===== config.mk =====
export PLATFORM = sky130hd
export DESIGN_NAME = rv32i_mc_core
export DESIGN_NICKNAME = d
export VERILOG_FILES = /design/src/rtl/rv32i_mc_core.sv
export SDC_FILE = /design/constraint.sdc
export NUM_CORES = 2
export LEC_CHECK = 0
export CAP_MARGIN = 30
export CORE_UTILIZATION = 47
export CTS_BUF_LIST = sky130_fd_sc_hd__clkbuf_4 sky130_fd_sc_hd__clkbuf_8
export CTS_CLUSTER_SIZE = 30
export DETAILED_ROUTE_END_ITERATION = 12
export MAX_ROUTING_LAYER = met4
export PLACE_DENSITY = 0.6
export SETUP_SLACK_MARGIN = 0.05
export SYNTH_ARGS = -nofsm -noshare
export SYNTH_HDL_FRONTEND = slang
export SYNTH_SLANG_ARGS = --single-unit

===== constraint.sdc =====
create_clock -name clk -period 8.5 [get_ports clk]
set_clock_uncertainty 0.2 [all_clocks]
set_input_delay 1.7 -clock clk [delete_from_list [all_inputs] [get_ports clk]]
set_output_delay 1.7 -clock clk [all_outputs]
set_load 0.02 [all_outputs]

===== src/rtl/rv32i_mc_core.sv =====
// Multicycle RV32I core: one FSM sequences FETCH/DECODE/EXECUTE/MEM/WB and halts precisely on traps.
// Zero-wait latency: branch 3, ALU/jump/store 4, load 5 cycles; wait states stall in FETCH/MEM with req held.
module rv32i_mc_core #(
  parameter logic [31:0] RESET_PC      = 32'h00001000,
  parameter bit          WB_FORWARD_EN = 1'b1
) (
  input  logic        clk,
  input  logic        reset,
  output logic        imem_req,
  output logic [31:0] imem_addr,
  input  logic        imem_ready,
  input  logic [31:0] imem_rdata,
  output logic        dmem_req,
  output logic        dmem_we,
  output logic [2:0]  dmem_funct3,
  output logic [31:0] dmem_addr,
  output logic [31:0] dmem_wdata,
  input  logic        dmem_ready,
  input  logic [31:0] dmem_rdata,
  output logic        retire,
  output logic        halted,
  output logic [2:0]  trap_cause
);
  typedef enum logic [2:0] {
    S_FETCH, S_DECODE, S_EXECUTE, S_MEM, S_WB, S_HALT
  } state_t;

  localparam logic [6:0] OP_LUI    = 7'b0110111;
  localparam logic [6:0] OP_AUIPC  = 7'b0010111;
  localparam logic [6:0] OP_JAL    = 7'b1101111;
  localparam logic [6:0] OP_JALR   = 7'b1100111;
  localparam logic [6:0] OP_BRANCH = 7'b1100011;
  localparam logic [6:0] OP_LOAD   = 7'b0000011;
  localparam logic [6:0] OP_STORE  = 7'b0100011;
  localparam logic [6:0] OP_IMM    = 7'b0010011;
  localparam logic [6:0] OP_REG    = 7'b0110011;
  localparam logic [6:0] OP_SYSTEM = 7'b1110011;

  state_t      state, state_nxt;
  logic [31:0] pc, pc_next, pc_plus4, ir, rs1_val, rs2_val, imm_q, alu_q, target_q, load_q;
  logic [31:0] regs [32];
  logic [2:0]  cause_q, cause_nxt;
  logic        halted_q, retire_q, retire_now;

  logic [6:0]  opcode;
  logic [4:0]  rd, rs1, rs2;
  logic [2:0]  f3;
  logic        is_lui, is_auipc, is_jal, is_jalr, is_br, is_ld, is_st, is_opi, is_op, is_sys, known;

  assign opcode   = ir[6:0];
  assign rd       = ir[11:7];
  assign f3       = ir[14:12];
  assign rs1      = ir[19:15];
  assign rs2      = ir[24:20];
  assign is_lui   = opcode == OP_LUI;
  assign is_auipc = opcode == OP_AUIPC;
  assign is_jal   = opcode == OP_JAL;
  assign is_jalr  = opcode == OP_JALR;
  assign is_br    = opcode == OP_BRANCH;
  assign is_ld    = opcode == OP_LOAD;
  assign is_st    = opcode == OP_STORE;
  assign is_opi   = opcode == OP_IMM;
  assign is_op    = opcode == OP_REG;
  assign is_sys   = opcode == OP_SYSTEM;
  assign known    = is_lui | is_auipc | is_jal | is_jalr | is_br | is_ld | is_st
                  | is_opi | is_op | is_sys;

  logic [31:0] imm_dec;
  always_comb begin
    imm_dec = {{20{ir[31]}}, ir[31:20]};
    case (opcode)
      OP_STORE:         imm_dec = {{20{ir[31]}}, ir[31:25], ir[11:7]};
      OP_BRANCH:        imm_dec = {{19{ir[31]}}, ir[31], ir[7], ir[30:25], ir[11:8], 1'b0};
      OP_LUI, OP_AUIPC: imm_dec = {ir[31:12], 12'h000};
      OP_JAL:           imm_dec = {{11{ir[31]}}, ir[31], ir[19:12], ir[20], ir[30:21], 1'b0};
      default:          ;
    endcase
  end

  // Non-ALU classes (loads, stores, AUIPC) use the adder path, giving rs1+imm or pc+imm.
  logic [31:0] op_a, op_b, alu_y, tgt_sum, target, wb_data;
  logic        taken, misaligned;
  assign op_a = is_auipc ? pc : rs1_val;
  assign op_b = is_op ? rs2_val : imm_q;

  always_comb begin
    alu_y = op_a + op_b;
    if (is_op || is_opi) begin
      case (f3)
        3'b000:  if (is_op && ir[30]) alu_y = op_a - op_b;
        3'b001:  alu_y = op_a << op_b[4:0];
        3'b010:  alu_y = {31'b0, $signed(op_a) < $signed(op_b)};
        3'b011:  alu_y = {31'b0, op_a < op_b};
        3'b100:  alu_y = op_a ^ op_b;
        3'b101:  alu_y = ir[30] ? 32'($signed(op_a) >>> op_b[4:0]) : op_a >> op_b[4:0];
        3'b110:  alu_y = op_a | op_b;
        default: alu_y = op_a & op_b;
      endcase
    end
  end

  always_comb begin
    case (f3)
      3'b000:  taken = rs1_val == rs2_val;
      3'b001:  taken = rs1_val != rs2_val;
      3'b100:  taken = $signed(rs1_val) < $signed(rs2_val);
      3'b101:  taken = $signed(rs1_val) >= $signed(rs2_val);
      3'b110:  taken = rs1_val < rs2_val;
      3'b111:  taken = rs1_val >= rs2_val;
      default: taken = 1'b0;
    endcase
  end

  always_comb begin
    case (f3[1:0])
      2'b01:   misaligned = alu_y[0];
      2'b10:   misaligned = alu_y[1:0] != 2'b00;
      default: misaligned = 1'b0;
    endcase
  end

  assign tgt_sum  = (is_jalr ? rs1_val : pc) + imm_q;
  assign target   = {tgt_sum[31:1], tgt_sum[0] & ~is_jalr};
  assign pc_plus4 = pc + 32'd4;
  assign wb_data  = is_ld ? load_q : is_lui ? imm_q : (is_jal || is_jalr) ? pc_plus4 : alu_q;
  assign pc_next  = (state == S_EXECUTE) ? (taken ? target : pc_plus4)
                  : (state == S_WB && (is_jal || is_jalr)) ? target_q : pc_plus4;

  always_comb begin
    state_nxt  = state;
    cause_nxt  = cause_q;
    retire_now = 1'b0;
    case (state)
      S_FETCH:  if (imem_ready) state_nxt = S_DECODE;
      S_DECODE: begin
        if (known) state_nxt = S_EXECUTE;
        else begin
          state_nxt = S_HALT;
          cause_nxt = 3'd1;
        end
      end
      S_EXECUTE: begin
        if (is_br) begin
          state_nxt  = S_FETCH;
          retire_now = 1'b1;
        end else if (is_ld || is_st) begin
          if (misaligned) begin
            state_nxt = S_HALT;
            cause_nxt = is_ld ? 3'd3 : 3'd4;
          end else state_nxt = S_MEM;
        end else if (is_jal || is_jalr) begin
          if (target[1]) begin
            state_nxt = S_HALT;
            cause_nxt = 3'd2;
          end else state_nxt = S_WB;
        end else if (is_sys) begin
          state_nxt = S_HALT;
          cause_nxt = (imm_q == 32'd0) ? 3'd5 : (imm_q == 32'd1) ? 3'd6 : 3'd1;
        end else state_nxt = S_WB;
      end
      S_MEM: begin
        if (dmem_ready) begin
          state_nxt  = is_st ? S_FETCH : S_WB;
          retire_now = is_st;
        end
      end
      S_WB: begin
        state_nxt  = S_FETCH;
        retire_now = 1'b1;
      end
      S_HALT:  ;
      default: state_nxt = S_FETCH;
    endcase
  end

  always_ff @(posedge clk) begin
    if (reset) begin
      state    <= S_FETCH;
      pc       <= RESET_PC;
      halted_q <= 1'b0;
      cause_q  <= 3'd0;
      retire_q <= 1'b0;
    end else begin
      state    <= state_nxt;
      cause_q  <= cause_nxt;
      retire_q <= retire_now;
      if (state_nxt == S_HALT) halted_q <= 1'b1;
      if (retire_now) pc <= pc_next;
    end
  end

  // Datapath registers need no reset; gating on reset makes a same-cycle ready a no-op.
  always_ff @(posedge clk) begin
    if (!reset) begin
      case (state)
        S_FETCH:   if (imem_ready) ir <= imem_rdata;
        S_DECODE: begin
          rs1_val <= (rs1 == 5'd0) ? 32'd0 : regs[rs1];
          rs2_val <= (rs2 == 5'd0) ? 32'd0 : regs[rs2];
          imm_q   <= imm_dec;
        end
        S_EXECUTE: begin
          alu_q    <= alu_y;
          target_q <= target;
        end
        S_MEM:     if (dmem_ready) load_q <= dmem_rdata;
        default:   ;
      endcase
    end
  end

  always_ff @(posedge clk) begin
    if (!reset && state == S_WB && rd != 5'd0) regs[rd] <= wb_data;
  end

  assign imem_req    = !reset && state == S_FETCH;
  assign imem_addr   = pc;
  assign dmem_req    = !reset && state == S_MEM;
  assign dmem_we     = dmem_req && is_st;
  assign dmem_funct3 = f3;
  assign dmem_addr   = alu_q;
  assign dmem_wdata  = rs2_val;
  assign retire      = !reset && (WB_FORWARD_EN ? retire_now : retire_q);
  assign halted      = halted_q;
  assign trap_cause  = cause_q;
endmodule


==> impl_metrics.json <==
{
  "clock_tree.root_cell": "sky130_fd_sc_hd__clkbuf_8",
  "rr_startpoint": "ir[3]",
  "drive_gt1_share_pct": 25.8,
  "cts_tree": "built",
  "synth_enable_flop_cells": 1248,
  "ys_ff_latch": 1287,
  "finalWirelength_um": 266000,
  "grt_use_total_pct": 36.0,
  "cells_after_synth": 4791,
  "cts.reportedPaths.clkPinSlew_ns": 0.06,
  "final.min_clock_period_ns": 6.62,
  "total_number_of_vias": 48784,
  "finalHoldViolations": 0,
  "worst-path-max-fanout": 36,
  "worst_max_slew_pin_slew_ns": 1.09,
  "yosys_warnings": 0,
  "post_synth_num_cell_types": 118,
  "fin_util_pct": 53.5,
  "cts.sink_count": 1287,
  "cp-startpoint": "ir[3]",
  "globalRoute.totalOverflow": 0,
  "avgViaCountPerCell": 6.77,
  "cp-start-kind": "register",
  "floorplan.initialDensity_pct": 47.3,
  "multi_input_comb_area_um2": 31200,
  "cellPowerDensity_nw_per_um2": 183,
  "finalMaxSlewViolations": 0,
  "worst-endpoint-arrival_ns": 7.08,
  "hold_path.class": "reg2reg",
  "drt-pass1-iter-count": 9,
  "run_status": "finished, final reports clean",
  "detail-route-antenna-nets": 0,
  "grt_first_pass_wirelength_um": 370000,
  "n_fill_cell": 12279,
  "hold_buffers": 0,
  "critical_path_required_ns": 8.96,
  "cts_buffer_depth": 3,
  "initial_antenna_violation_count": 17,
  "grt_start_max_net_pins": 113,
  "setup_violations": 0,
  "design.die.area_um2": 152000,
  "criticalPathCategory": "reg2reg",
  "synth_area_um2": 70900,
  "die_boundary_width_um": 390,
  "port_buffers": 174,
  "worstSkewPairLatency_ns": 1.02,
  "max_cap_viol_count": 0,
  "worstSetupEndpoint": "dmem_addr[26]",
  "htree_levels": 4,
  "synthArstFlopShare_pct": 0,
  "setup.reg_to_reg.worst_slack_ns": 1.88,
  "layout_commonest_cell": "sky130_fd_sc_hd__edfxtp_1",
  "p_leak_uw": 0.0270,
  "place_inst": 6800,
  "tns_ns": 0,
  "die_y_um": 390,
  "detail_route.drc_violations": 0,
  "route.detailed.wl_per_inst_um": 36.9,
  "place.detailed.hpwl_um": 180000,
  "fin_crit_sh_pct": 77.9,
  "initialDrtViolationCount": 6563,
  "syn_area_per_cell_um2": 14.8,
  "layout_nets": 5241,
  "cts_buffers": 212,
  "via_count_of_the_first_global_routing_pass": 47734,
  "core.rowCount": 142,
  "num_io_pins": 175,
  "area_growth_pct": 13.1,
  "regArea_um2": 38300,
  "yosys_most_used_dff": "sky130_fd_sc_hd__edfxtp_1",
  "layout_common_cells": "sky130_fd_sc_hd__edfxtp_1 (1248), sky130_fd_sc_hd__mux4_2 (650), sky130_fd_sc_hd__nor2_1 (317), sky130_fd_sc_hd__clkbuf_8 (214), sky130_fd_sc_hd__nand2_1 (211)",
  "core_area_um2": 150000,
  "max-vdd-ir-drop_v": 0.000155,
  "end_kind": "register",
  "synth-seq-area-share_pct": 54.0,
  "gp_congestion": 1.03,
  "reg2reg_to": "dmem_addr[26]",
  "worst_slew_margin_rel_pct": 27.1,
  "reg2reg_depth": 18,
  "ctsResizeCount": 0,
  "setup_repair_after_global_routing_missed_its_margin": "false",
  "clock.fmax_ghz": 0.151,
  "final_cells": 7206,
  "cts_post_setup_buffers_inserted": 0
}
[area by class of cell]
type                            count  share of cell area [%]
Clock buffer                      268                    4.18
Timing Repair Buffer              323                    3.95
Clock inverter                    115                    1.26
Inverter                          159                   0.749
Antenna cell                       15                  0.0468
Tap cell                         2016                    3.15
Multi-Input combinational cell   3023                    38.9
Sequential cell                  1287                    47.7
[synth_stat cells (all sizes together), types with 26 or more instances]
master / n / share of area (%)
inv: 157 / 0.84
edfxtp: 1248 / 53
a21o: 97 / 1.0
ha: 165 / 2.9
nor2: 351 / 1.9
o21ai: 210 / 1.5
a21oi: 215 / 1.5
and3: 26 / 0.24
and2: 30 / 0.26
o211ai: 60 / 0.64
xnor2: 70 / 0.87
a211oi: 49 / 0.52
clkbuf: 231 / 1.2
mux4: 650 / 21
mux2: 60 / 0.96
o22ai: 26 / 0.23
buf: 122 / 0.82
o221ai: 34 / 0.42
nand4: 38 / 0.34
nor3: 54 / 0.39
o21a: 26 / 0.29
xor2: 29 / 0.36
nand2: 216 / 1.2
nand3: 92 / 0.67
mux2i: 153 / 2.3
dfxtp: 39 / 1.1
[flip-flops by register name, indices dropped and copies added, names as in the netlist]
signal      count
target_q       32
regs         1024
load_q         32
halted          1
ir             32
rs1_val        32
state           3
dmem_wdata     32
imem_addr      32
trap_cause      3
imm_q          32
dmem_addr      32
[power by group]
| part | total, µW | switching [µW] | internal [µW] |
|---|---|---|---|
| clock | 5660 | 2720 | 2940 |
| combinational | 1840 | 1110 | 732 |
| sequential | 7120 | 129 | 6990 |
| total | 14600 | 3960 | 10700 |
[how the worst min path moves through the flow]
stage                   from            end  slack (ns)  cells after the start
5_1_grt        trap_cause[1]  trap_cause[1]        0.29                      2
3_5_place_dp   trap_cause[1]  trap_cause[1]        0.26                      2
2_1_floorplan         ir[31]      imm_q[31]        0.23                      0
4_1_cts        trap_cause[1]  trap_cause[1]        0.27                      2
3_3_place_gp   trap_cause[1]  trap_cause[1]        0.26                      2
6_report       trap_cause[1]  trap_cause[1]        0.26                      2
[worst max-delay path: stages (launching register included)]
cell                        delay, ns
sky130_fd_sc_hd__edfxtp_1        0.42
sky130_fd_sc_hd__and3b_1         0.73
sky130_fd_sc_hd__buf_4           0.32
sky130_fd_sc_hd__nand3_4         0.22
sky130_fd_sc_hd__nand2_8         0.37
sky130_fd_sc_hd__ha_1            0.25
sky130_fd_sc_hd__inv_1           0.08
sky130_fd_sc_hd__fa_1            0.49
sky130_fd_sc_hd__nor2b_1         0.20
sky130_fd_sc_hd__o211ai_1        0.13
sky130_fd_sc_hd__nand4_1         0.20
sky130_fd_sc_hd__a31oi_1         0.23
sky130_fd_sc_hd__o21ai_0         0.56
sky130_fd_sc_hd__a211oi_1        0.26
sky130_fd_sc_hd__or2_2           0.35
sky130_fd_sc_hd__o31ai_1         0.53
sky130_fd_sc_hd__nor4_1          0.13
sky130_fd_sc_hd__a2111oi_1       0.48
sky130_fd_sc_hd__a211oi_1        0.09
[layer usage]
layer / vias to the layer above / wire, µm / global-route usage [%] / part of all wire (%)
met5: - / 0 / - / 0
met4: 0 / 15300 / 17.7 / 5.7
met3: 623 / 26800 / 7.17 / 10
met2: 2950 / 123000 / 54.6 / 46
met1: 25332 / 101000 / 46.5 / 38
li1: 19879 / - / - / -
[metrics by stage]
step           setup slack, ns  power [µW]  cell area (µm²)  hold WS [ns]
6_report                  1.88       14600            80100         0.265
5_1_grt                   1.69       15100            80100         0.292
4_1_cts                   2.03       14700            79900         0.267
3_5_place_dp              2.06        9050            75600         0.257
3_3_place_gp              2.17        9050            75400         0.256
2_1_floorplan             1.67        8360            71000         0.226
[kinds of logic after synthesis]
group                      synth area share, %
AOI/OAI and AO/OA                         8.67
xor gates and xnor gates                  1.22
adders and majority gates                 2.97
buffers and inverters                     2.89
DFF                                       54.0
muxes                                     23.9
other                                  0.00529
and+or+nand+nor                           6.37
Note: power is estimated with default switching activity, not from simulation.
